`src/rtl/fetch_queue.sv`:
```
// fetch_queue: instruction fetch stage with a small {pc, instr} FIFO toward decode.
// Owns the fetch PC, stops fetching after the halt word 16'hFFFF, and flushes on redirect.
// Optional build macro FETCHQ_BYPASS_EN: when the queue is empty, the word being
// fetched is presented on the output in the same cycle (zero-latency bypass).
module fetch_queue #(
  parameter int          DEPTH    = 4,
  parameter logic [15:0] RESET_PC = 16'h0000
) (
  input  logic                     clock,
  input  logic                     reset,
  output logic [15:0]              imem_addr,
  input  logic [15:0]              imem_data,
  input  logic                     redirect,
  input  logic [15:0]              redirect_pc,
  output logic                     out_valid,
  input  logic                     out_ready,
  output logic [15:0]              out_instr,
  output logic [15:0]              out_pc,
  output logic [$clog2(DEPTH):0]   count,
  output logic                     halted
);

  localparam int          PW        = $clog2(DEPTH);
  localparam int          CW        = PW + 1;
  localparam logic [15:0] HALT_WORD = 16'hFFFF;

  logic [15:0]   fpc;
  logic          fetch_stop;
  logic          halted_r;
  logic [PW-1:0] rd_ptr;
  logic [PW-1:0] wr_ptr;
  logic [CW-1:0] cnt;
  logic [15:0]   mem_pc    [DEPTH];
  logic [15:0]   mem_instr [DEPTH];

  logic head_vld;
  logic byp;
  logic fetch;
  logic deq;
  logic push;
  logic pop;
  logic halt_deq;

  // Handshake, fetch decision and head/bypass output selection
  always_comb begin
    head_vld = (cnt != '0);
    // A full queue can still fetch when the head leaves this cycle; redirect is
    // already excluded here, so out_ready && head_vld is the dequeue condition.
    fetch    = !fetch_stop && !redirect &&
               ((cnt < CW'(DEPTH)) || (out_ready && head_vld));
`ifdef FETCHQ_BYPASS_EN
    byp      = !reset && !fetch_stop && !redirect && (cnt == '0);
`else
    byp      = 1'b0;
`endif
    out_valid = (head_vld && !redirect) || byp;
    if (byp) begin
      out_instr = imem_data;
      out_pc    = fpc;
    end else if (head_vld) begin
      out_instr = mem_instr[rd_ptr];
      out_pc    = mem_pc[rd_ptr];
    end else begin
      out_instr = '0;
      out_pc    = '0;
    end
    deq      = out_valid && out_ready;
    pop      = deq && head_vld;
    // A bypassed word that the consumer takes immediately never enters the FIFO
    push     = fetch && !(byp && out_ready);
    halt_deq = deq && (out_instr == HALT_WORD);
  end

  // Control state: fetch PC, pointers, occupancy, halt tracking; redirect outranks all but reset
  always_ff @(posedge clock) begin
    if (reset) begin
      fpc        <= RESET_PC;
      rd_ptr     <= '0;
      wr_ptr     <= '0;
      cnt        <= '0;
      fetch_stop <= 1'b0;
      halted_r   <= 1'b0;
    end else if (redirect) begin
      fpc        <= {redirect_pc[15:1], 1'b0};
      rd_ptr     <= '0;
      wr_ptr     <= '0;
      cnt        <= '0;
      fetch_stop <= 1'b0;
      halted_r   <= 1'b0;
    end else begin
      if (fetch) begin
        fpc <= fpc + 16'd2;
        if (imem_data == HALT_WORD) fetch_stop <= 1'b1;
      end
      if (push) wr_ptr <= wr_ptr + PW'(1);
      if (pop)  rd_ptr <= rd_ptr + PW'(1);
      case ({push, pop})
        2'b10:   cnt <= cnt + CW'(1);
        2'b01:   cnt <= cnt - CW'(1);
        default: cnt <= cnt;
      endcase
      if (halt_deq) halted_r <= 1'b1;
    end
  end

  // FIFO storage: data only, no reset needed since reads are gated by occupancy
  always_ff @(posedge clock) begin
    if (push) begin
      mem_pc[wr_ptr]    <= fpc;
      mem_instr[wr_ptr] <= imem_data;
    end
  end

  assign imem_addr = fpc;
  assign count     = cnt;
  assign halted    = halted_r;

endmodule
```
`config.mk`:
```
export PLATFORM = sky130hd
export DESIGN_NAME = fetch_queue
export DESIGN_NICKNAME = d
export VERILOG_FILES = /design/src/rtl/fetch_queue.sv
export SDC_FILE = /design/constraint.sdc
export NUM_CORES = 1
export LEC_CHECK = 0
export CORE_ASPECT_RATIO = 0.6
export CORE_UTILIZATION = 45
export CTS_CLUSTER_DIAMETER = 60
export CTS_CLUSTER_SIZE = 25
export DETAILED_ROUTE_END_ITERATION = 6
export PLACE_DENSITY = 0.68
export SYNTH_ARGS = -nofsm -noshare
export SYNTH_HDL_FRONTEND = slang
export SYNTH_SLANG_ARGS = --single-unit
```
`constraint.sdc`:
```
create_clock -name clock -period 7.4 [get_ports clock]
set_input_delay 2.22 -clock clock [delete_from_list [all_inputs] [get_ports clock]]
set_output_delay 2.22 -clock clock [all_outputs]
set_load 0.005 [all_outputs]
```
# Yosys cells after proc, flatten, opt, wreduce, memory -nomap -nowiden
# Memory sizes are Yosys's and may differ from the RTL's. A register that Yosys moved wholly into a read port is not among the register bits.
# Cells that the tools add are included.
dict set report totals {
  ram_bits 128
  inputBits 36
  rom_bits 0
  out_inout_bits 53
  ff_bits 25
  wordCells 45
  latch_bits 0
  mem_count 2
}
dict set report op_classes {
  n_addsub 5
  n_div 0
  reduce_logical 15
  n_lt_le_gt_ge 1
  eq_ne 4
  mul 0
  n_mux 11
  n_shift 0
  bitwise_logic 0
}
# name depth width read_ports rd_ports_with_merged_regs wr line
set mem_list {}
lappend mem_list {mem_instr 4 16 1 1 1 34} ;# logic [15:0] mem_instr [DEPTH];
lappend mem_list {mem_pc 4 16 1 1 1 33} ;# logic [15:0] mem_pc [DEPTH];
# operator count
set ops {}
lappend ops {{$mux 16} 4}
lappend ops {{$eq 16x16->1 const B} 2}
lappend ops {{$add 16x2->16 const B} 1}
lappend ops {{$mux 2} 4}
lappend ops {{$logic_and 1x1->1} 7}
lappend ops {{$pmux 3 s2} 1}
lappend ops {{$add 2x1->2 const B} 2}
lappend ops {{$reduce_bool 2->1} 2}
lappend ops {{$add 3x1->3 const B} 1}
lappend ops {{$lt 3x3->1 const B} 1}
lappend ops {{$reduce_bool 3->1} 1}
lappend ops {{$sub 3x1->3 const B} 1}
lappend ops {{$eq 2x1->1 const B} 1}
lappend ops {{$eq 2x2->1 const B} 1}
lappend ops {{$logic_not 1->1} 2}
lappend ops {{$mux 1} 2}
lappend ops {{$reduce_and 2->1} 1}
lappend ops {{$reduce_or 2->1} 1}
lappend ops {{$logic_or 1x1->1} 1}

# Longest topological paths before layout
# Gate-level depths: netlist of run 1.
dict set report depth {
  depth_word 6
  mapped_depth 9
  mapped_depth_nobuf 9
}

# Worst setup path after synthesis of run 1
# No wires, ideal clock.
dict set report synth_path {
  path_type {input to output}
  from {in redirect}
  to {out out_valid}
  required_ps 5180
  n_path_buf 1
  stages 2
  arrival_time_ps 2542
  setup_slack_ps 2638
  cell_sequence {clkbuf_1 -> nor2_1}
}
dict set report synth_between {
  elab_chain_cells 2
}
# item line
set synth_rtl {}
lappend synth_rtl {{start: declaration} 13} ;# input logic redirect,
lappend synth_rtl {{$logic_not 1->1} 56} ;# out_valid = (head_vld && !redirect) || byp;
lappend synth_rtl {{$logic_and 1x1->1} 56}
lappend synth_rtl {{end: declaration} 15} ;# output logic out_valid,
# No other way between the ends.

# Final worst setup path of run 1
# Same ends and word-level chain as after synthesis.

==> impl_metrics.csv, run 1 <==
group,metric,value,unit
cts,tritoncts_num_sinks,150,
finish,layout.cell_area.non_filler,7690,µm²
route,wl_per_cell,20.3,µm
timing,grt_setup_unrepaired,"false",
place,port_buffers,85,
timing,worst_slew_pin_slew,953,ps
critical_path,beginning_of_the_critical_path,"redirect",
floorplan,fp.dieArea,14100,µm²
floorplan,initial_util,46.8,%
cts,post_cts.repair.setup_buffers,0,
cts,clk_pin_slew_worst_paths,60,ps
route,routed-via-count,3596,
timing,final_period_minus_worst_setup_slack,5870,ps
place,hpwl,8690,µm
timing,final_max_slew_viol_count,0,
critical_path,setup.worst_path.start_class,"input pin",
place,placed_cell_area,7150,µm²
power,power-per-cell-area,245,nW/µm²
power,total_leakage_power,0.00245,µW
critical_path,crit_fanout,9,
cts,cts-buffers-inserted,17,
worst_hold_path,min_to,"halted",
timing,report.final.hold_viol_count,0,
synth,netlist_area,6110,µm²
finish,final_nets,509,
cts,cts_tree,"yes",
synth,synthTopCellsByCount,"sky130_fd_sc_hd__edfxtp_1, sky130_fd_sc_hd__mux4_2, sky130_fd_sc_hd__nor2b_1, sky130_fd_sc_hd__nor2_1, sky130_fd_sc_hd__dfxtp_1",
grt,grt_max_degree,29,
synth,synth_async_sr_flop_share,0,%
floorplan,floorplan.io_pins,89,
finish,insertedDiodeCount,0,
place,routability_congestion,0.727,
power,power_total,1880,µW
synth,synthDistinctLibCells,41,
timing,timing.final.setup_violations,0,
cts,clk-insertion-delay-late,410,ps
grt,grt_first_pass_wirelength,20400,µm
cts,holdBufCountCts,0,
job,cap_violations,0,
timing,min_period_over_period,79.3,%
power,worst_ir_drop_vdd,0.000170,V
timing,finalClockSkew,11.7,ps
synth,synth_enable_flop_cells,124,
cts,post_cts.resized_instances,0,
critical_path,r2r-start,"count[2]",
route,drt_wl_total,13200,µm
route,drcViolationCount,6,
synth,synthCells,372,
synth,synth_top_cell_area_share,61.0,%
route,drtAntennaViolNets,0,
cts,ctsLongestPathBuffers,2,
grt,first_global_vias,3534,
floorplan,die_height,92.2,µm
synth,yosys_warnings,0,
route,drt-vias-per-instance,5.54,
grt,grt_util_all_layers,19.8,%
critical_path,reg2reg_slack,4700,ps
synth,synth.avg_cell_area,16.4,µm²
synth,synth_top_cells_by_area,"sky130_fd_sc_hd__edfxtp_1, sky130_fd_sc_hd__mux4_2, sky130_fd_sc_hd__dfxtp_1",
finish,drive_gt1_share,16.3,%
timing,max_freq,0.170,GHz
critical_path,cp-end-kind,"output pin",
critical_path,timing.critical_path.arrival,3650,ps
route,initialDrtViolationCount,271,
grt,number_of_antenna_violations_at_the_first_check_in_global_routing,0,
finish,area_growth_syn_to_layout,26.0,%
cts,clock_h_tree_levels,4,
synth,synth.ff_latch_count,150,
worst_hold_path,hp-class,"reg -> reg",
cts,cts_root_buffer,"sky130_fd_sc_hd__clkbuf_16",
synth,synth_flop_cell,"sky130_fd_sc_hd__edfxtp_1",
grt,globalRoute.totalOverflow,0,
timing,setup-tns-final,0,ps
run_status,failed_checks,"design-rule violations",
synth,yosys.area.top_type,"sky130_fd_sc_hd__edfxtp_1",
floorplan,rows,32,
worst_hold_path,worst_hold_launch,"halted",
timing,slew_margin_rel,36.4,%
critical_path,cp.required,5180,ps
critical_path,timing.rr.end,"count[2]",
floorplan,die_width,152,µm
synth,synth_seq_area_share,69.5,%
critical_path,timing.reg2reg.worst_path_depth,9,
floorplan,coreArea,13100,µm²
route,detailedRoute.firstPassIterationCount,7,
run_status,status,"finished with violations",
finish,num-fill-cells,1005,
worst_hold_path,holdPathStages,2,
synth,synth.most_common_cell,"sky130_fd_sc_hd__edfxtp_1",
critical_path,setup.worst_path.class,"in -> out",
[per-stage QoR]
step                worst slack, ps  utilization, %  cells  hold WS, ps
floorplan                      2640               -    373          442
global route                   1510            59.0    649          499
CTS                            1500            59.0    649          470
finish                         1530            59.0    649          462
global placement               1520            54.8    617          454
detailed placement             1500            54.8    617          463
[cells in the final DEF, fill, tap and decap left out, drive strengths merged, types with 4 or more instances in the layout]
cell,count
a211oi,6
a21oi,5
a311oi,8
and2,4
and3,5
buf,7
clkbuf,17
clkdlybuf4s50,85
clkinvlp,5
dfxtp,26
edfxtp,124
ha,6
inv,19
mux4,31
nand2,4
nand3,6
nand4,11
nor2,28
nor2b,32
o21ai,6
o31ai,5
or3,5
or4,4
xnor2,8
[critical path, cell delays in order]
cell and delay (ps):
sky130_fd_sc_hd__clkdlybuf4s50_1 630, sky130_fd_sc_hd__nor2_1 260, sky130_fd_sc_hd__clkdlybuf4s50_1 530
[registers in the layout, summed over array words and instances (netlist names), named ones only]
signal and flops:
mem_pc 60, count 3, wr_ptr 2, rd_ptr 2
mem_instr 64, imem_addr 15, halted 1, fetch_stop 1
[worst max path at each step]
stage	endpoint
finish	out_valid
global route	out_valid
CTS	out_valid
detailed placement	out_valid
global placement	out_valid
floorplan	out_valid
[cell type report]
type / count / area (µm²) / area share (%)
Sequential cell: 150 / 4250 / 55.2
Clock inverter: 15 / 118 / 1.53
Clock buffer: 17 / 425 / 5.53
Inverter: 12 / 45.0 / 0.585
Tap cell: 170 / 213 / 2.76
Multi-Input combinational cell: 193 / 1750 / 22.7
Timing Repair Buffer: 92 / 903 / 11.7
[cell families after synthesis]
family	after synthesis	share of synthesized area, %
buffers and inverters	30	2.09
flip-flops	150	69.5
AND/OR/NAND/NOR	110	10.2
XOR/XNOR	11	1.58
adder cells (fa/ha/maj)	7	1.56
other	1	0.0614
multiplexers	31	11.4
AO/OA/AOI/OAI	32	3.65
[layer usage]
metal / wire length, µm / up-vias / GRT usage (%) / share of wire (%)
met3: 606 / 8 / 3.88 / 4.6
met4: 108 / 0 / 6.57 / 0.82
met1: 6290 / 1830 / 28.2 / 48
met2: 6190 / 112 / 30.9 / 47
met5: 0 / - / 0 / 0
li1: - / 1646 / - / -
[power breakdown]
group          switching [µW]  internal [µW]  total, µW  leakage [µW]
Clock                     350            435        785      0.000254
Sequential               21.3            946        968       0.00137
Combinational            58.8           71.7        130      0.000829
(Power assumes the default switching activity.)
==> run 2: changes to the inputs <==
--- a/config.mk
+++ b/config.mk
@@ -10,7 +10,7 @@
 export CTS_CLUSTER_DIAMETER = 60
 export CTS_CLUSTER_SIZE = 25
 export DETAILED_ROUTE_END_ITERATION = 6
-export PLACE_DENSITY = 0.68
+export PLACE_DENSITY = 0.71
 export SYNTH_ARGS = -nofsm -noshare
 export SYNTH_HDL_FRONTEND = slang
 export SYNTH_SLANG_ARGS = --single-unit
==> constraint.sdc (replaced) <==
create_clock -name clock -period 5 [get_ports clock]
set_input_delay 1.5 -clock clock [delete_from_list [all_inputs] [get_ports clock]]
set_output_delay 1.5 -clock clock [all_outputs]
set_load 0.005 [all_outputs]
==> impl_metrics.csv, run 2 (same netlist as run 1, synthesis figures left out) <==
group,metric,value,unit
power,power-per-cell-area,372,nW/µm²
run_status,status,"finished with violations",
finish,top_register,"mem_instr",
cts,cts_root_buffer,"sky130_fd_sc_hd__clkbuf_16",
finish,mostFrequentLayoutCells,"sky130_fd_sc_hd__edfxtp_1, sky130_fd_sc_hd__clkdlybuf4s50_1, sky130_fd_sc_hd__mux4_2, sky130_fd_sc_hd__nor2b_1, sky130_fd_sc_hd__nor2_1",
cts,cts_tree,"yes",
floorplan,initial_util,46.8,%
critical_path,crit_fanout,2,
critical_path,timing.critical_path.arrival,2660,ps
timing,finalClockSkew,8.09,ps
finish,layout.cell_area.non_filler,7780,µm²
floorplan,die_height,92.2,µm
critical_path,setup.worst_path.class,"in -> out",
route,drcViolationCount,5,
route,drt_wl_total,12800,µm
critical_path,reg2reg_slack,2270,ps
critical_path,cp-end-kind,"output pin",
timing,min_period_over_period,83.2,%
route,wl_per_cell,19.7,µm
cts,clk_pin_slew_worst_paths,60,ps
place,placed_cell_area,7190,µm²
finish,drive_gt1_share,17.0,%
cts,ctsLongestPathBuffers,2,
grt,number_of_antenna_violations_at_the_first_check_in_global_routing,0,
timing,worst_slew_pin_slew,725,ps
cts,clk-insertion-delay-late,420,ps
critical_path,timing.reg2reg.worst_path_depth,9,
worst_hold_path,hp-class,"reg -> reg",
timing,final_period_minus_worst_setup_slack,4160,ps
cts,tritoncts_num_sinks,150,
route,drt-vias-per-instance,5.53,
critical_path,worst_path_dominant_cell_family,"buffers and inverters",
timing,report.final.hold_viol_count,0,
place,routability_congestion,0.775,
cts,holdBufCountCts,0,
cts,post_cts.resized_instances,0,
grt,grt_util_all_layers,20.2,%
critical_path,setup.worst_path.start_class,"input pin",
critical_path,critPathMaxStageDelay,510,ps
floorplan,floorplan.io_pins,89,
finish,area_growth_syn_to_layout,27.4,%
run_status,failed_checks,"design-rule violations",
floorplan,coreArea,13100,µm²
floorplan,rows,32,
critical_path,cp_num_cells,3,
timing,final_max_slew_viol_count,0,
finish,final_nets,513,
place,port_buffers,85,
critical_path,crit_path_cell_trace,"clkdlybuf4s50_1 > nor2_1 > clkdlybuf4s50_1",
finish,most_common_cell_after_layout_fill_and_taps_aside,"sky130_fd_sc_hd__edfxtp_1",
critical_path,cp_common_cell,"sky130_fd_sc_hd__clkdlybuf4s50_1",
critical_path,worst_path_max_delay_cell,"sky130_fd_sc_hd__clkdlybuf4s50_1",
timing,slew_margin_rel,51.5,%
place,hpwl,8470,µm
worst_hold_path,holdPathStages,2,
cts,post_cts.repair.setup_buffers,0,
grt,grt_first_pass_wirelength,20600,µm
floorplan,fp.dieArea,14100,µm²
timing,setup-tns-final,0,ps
route,drtAntennaViolNets,0,
critical_path,count_of_buffer_and_inverter_cells_on_the_critical_path,2,
timing,max_freq,0.240,GHz
route,routed-via-count,3613,
power,worst_ir_drop_vdd,0.000216,V
timing,timing.final.setup_violations,0,
finish,insertedDiodeCount,0,
critical_path,cp.required,3500,ps
job,cap_violations,0,
cts,cts-buffers-inserted,17,
cts,clock_h_tree_levels,4,
timing,grt_setup_unrepaired,"false",
grt,grt_max_degree,32,
power,total_leakage_power,0.00251,µW
grt,first_global_vias,3654,
floorplan,die_width,152,µm
route,detailedRoute.firstPassIterationCount,7,
grt,globalRoute.totalOverflow,0,
route,initialDrtViolationCount,272,
finish,largest_reg_flops,64,
==> run 2: changes by cell type in the layout (fill, tap and decap cells not counted), sizes merged <==
cell	change
buf	+4
bufinv	+2
clkinv	+2
clkinvlp	-4
==> run 2: path summary, 6_finish.rpt <==
check,from,end
setup / recovery,redirect,out_valid
hold / removal,halted,halted
setup reg to reg,count[2],count[2]
hold reg to reg,halted,halted
==> run 2: per-stage QoR <==
stage          power, µW  utilization, %  hold slack (ps)  std cells  setup WS [ps]
2_1_floorplan       1540               -              442        373           1680
3_3_place_gp        1650            55.1              463        621            847
3_5_place_dp        1650            55.1              484        621            840
4_1_cts             2910            59.6              492        653            842
5_1_grt             2990            59.6              519        653            815
6_report            2890            59.6              482        653            842
==> run 2: area by class of cell <==
type | count | area, µm²
fill | 989 | 5270
sequential | 150 | 4250
multi-input combinational | 193 | 1750
timing repair buffer | 96 | 946
clock buffer | 17 | 425
tap | 170 | 213
clock inverter | 15 | 165
inverter | 12 | 45.0
==> run 2: tightest hold or removal path: cells and delay by family (launching register included) <==
kind               cells  cell delay (ps)
DFF                    1              320
AOI/OAI and AO/OA      1               60
and+or+nand+nor        1               50
==> run 2: power breakdown <==
part           internal, µW  leakage [µW]  total, µW  switching, µW
registers              1400       0.00137       1430           30.9
clock network           746      0.000290       1270            522
logic                   108      0.000852        194           85.8
total                  2250       0.00251       2890            639
==> run 2: routing by layer <==
metal / wire, µm / GRT usage (%)
met2: 6010 / 29.7
met4: 157 / 6.65
met1: 6000 / 29.4
met3: 670 / 4.96
met5: 0 / 0
==> run 3: changes to the inputs <==
==> constraint.sdc (replaced) <==
create_clock -name clock -period 3.5 [get_ports clock]
set_input_delay 1.05 -clock clock [delete_from_list [all_inputs] [get_ports clock]]
set_output_delay 1.05 -clock clock [all_outputs]
set_load 0.005 [all_outputs]
==> impl_metrics.csv, run 3 (same netlist as run 1, synthesis figures left out) <==
group,metric,value,unit
run_status,status,"finished with violations",
run_status,failed_checks,"design-rule violations",
grt,grt_first_pass_wirelength,20300,µm
cts,post_cts.resized_instances,0,
timing,finalClockSkew,10.6,ps
floorplan,initial_util,46.8,%
route,drcViolationCount,7,
place,placed_cells,627,
grt,grt_util_all_layers,19.8,%
floorplan,die_width,152,µm
finish,mostFrequentLayoutCells,"sky130_fd_sc_hd__edfxtp_1, sky130_fd_sc_hd__clkdlybuf4s50_1, sky130_fd_sc_hd__mux4_2, sky130_fd_sc_hd__nor2b_1, sky130_fd_sc_hd__nor2_1",
finish,drive_gt1_share,17.4,%
worst_hold_path,min_to,"halted",
cts,tritoncts_num_sinks,150,
route,drtAntennaViolNets,0,
place,place_ws,81.3,ps
timing,grt_setup_unrepaired,"false",
grt,globalRoute.totalOverflow,0,
place,port_buffers,85,
route,detailedRoute.firstPassIterationCount,7,
finish,insertedDiodeCount,0,
power,intPower,3360,µW
power,power-per-cell-area,536,nW/µm²
route,wl_met1,6060,µm
grt,number_of_antenna_violations_at_the_first_check_in_global_routing,0,
critical_path,reg2reg_slack,870,ps
critical_path,setup.worst_path.start_class,"input pin",
cts,clk_pin_slew_worst_paths,60,ps
route,met3_length,714,µm
job,cap_violations,0,
floorplan,coreArea,13100,µm²
power,sw_frac_of_total,20.5,%
timing,final_max_slew_viol_count,0,
cts,clock_h_tree_levels,4,
route,drt-vias-per-instance,5.51,
critical_path,cp-end-kind,"output pin",
grt,grt_max_degree,31,
timing,max_freq,0.301,GHz
timing,timing.final.setup_violations,0,
power,worst_ir_drop_vdd,0.000366,V
power,sequential_fraction_of_design_power,48.5,%
power,power_total,4220,µW
route,met2_length,6040,µm
timing,layout_setup_ws,173,ps
finish,most_common_cell_after_layout_fill_and_taps_aside,"sky130_fd_sc_hd__edfxtp_1",
route,routed.top_layer,"met4",
place,routability_congestion,0.770,
worst_hold_path,holdPathStages,2,
cts,clk-insertion-delay-late,410,ps
power,total_leakage_power,0.00254,µW
finish,largest_reg_flops,64,
finish,top_register,"mem_instr",
floorplan,fp.dieArea,14100,µm²
floorplan,rows,32,
floorplan,die_height,92.2,µm
finish,fin_cells,659,
place,hpwl,8500,µm
timing,report.final.hold_viol_count,0,
cts,cts-buffers-inserted,17,
critical_path,timing.rr.end,"count[2]",
timing,whs,476,ps
route,initialDrtViolationCount,278,
worst_hold_path,worst_hold_launch,"halted",
timing,min_period_over_period,95.1,%
critical_path,setup.worst_path.class,"in -> out",
critical_path,crit_fanout,3,
critical_path,cp.required,2450,ps
cts,holdBufCountCts,0,
timing,final_period_minus_worst_setup_slack,3330,ps
finish,area_growth_syn_to_layout,28.8,%
route,routed-via-count,3631,
route,drt_wl_total,12900,µm
critical_path,timing.critical_path.arrival,2280,ps
timing,setup-tns-final,0,ps
finish,final_nets,519,
floorplan,floorplan.io_pins,89,
power,pwr-share-clk,44.8,%
cts,post_cts.repair.setup_buffers,0,
cts,cts_tree,"yes",
power,power.switching,863,µW
cts,ctsLongestPathBuffers,2,
route,wl_per_cell,19.5,µm
critical_path,timing.reg2reg.worst_path_depth,9,
power,combinationalPowerShare,6.7,%
cts,cts_root_buffer,"sky130_fd_sc_hd__clkbuf_16",
grt,first_global_vias,3587,
worst_hold_path,hp-class,"reg -> reg",
critical_path,r2r-start,"count[2]",
run 3: cell count changes in the layout (fill, tap and decap cells not counted), sizes merged:
cell and change:
buf +6, bufinv +2, clkbuf +3, clkinv -1
clkinvlp +2, inv -6
run 3: worst max-delay path by stage:
stage	startpoint	endpoint	slack (ps)	cells after the start
4_1_cts	redirect	out_valid	170	3
3_3_place_gp	redirect	count[2]	160	8
2_1_floorplan	redirect	count[2]	700	8
5_1_grt	flip-flop	out_instr[0]	130	4
6_report	redirect	out_valid	170	3
3_5_place_dp	redirect	count[2]	80	8
run 3: layer usage:
| layer | vias to the layer above | GRT usage, % |
|---|---|---|
| met4 | 0 | 6.57 |
| met2 | 109 | 30.5 |
| met1 | 1860 | 27.8 |
| met5 | - | 0 |
| li1 | 1660 | - |
| met3 | 2 | 4.87 |
run 3: cell type report:
cell class | count | area [µm²]
Timing Repair Buffer | 102 | 1000
Multi-Input combinational cell | 193 | 1750
Clock buffer | 20 | 437
Tap cell | 170 | 213
Fill cell | 970 | 5180
Inverter | 12 | 45.0
Sequential cell | 150 | 4250
Clock inverter | 12 | 179
run 3: critical path: stages:
cell and delay [ps]:
sky130_fd_sc_hd__clkdlybuf4s50_1 480, sky130_fd_sc_hd__nor2_1 210, sky130_fd_sc_hd__clkdlybuf4s50_1 530
run 3: power groups by stage:
stage	logic, µW	registers, µW	clock network (µW)
finish	284	2050	1890
global route	308	2050	2000
CTS	287	2040	1920
detailed placement	286	2080	0
global placement	282	2080	0
floorplan	125	2070	0
run 3: through the flow:
step / cell area [µm²] / util, %
3_3_place_gp: 7250 / 55.6
2_1_floorplan: 6110 / -
4_1_cts: 7870 / 60.3
3_5_place_dp: 7250 / 55.6
5_1_grt: 7870 / 60.3
6_report: 7870 / 60.3
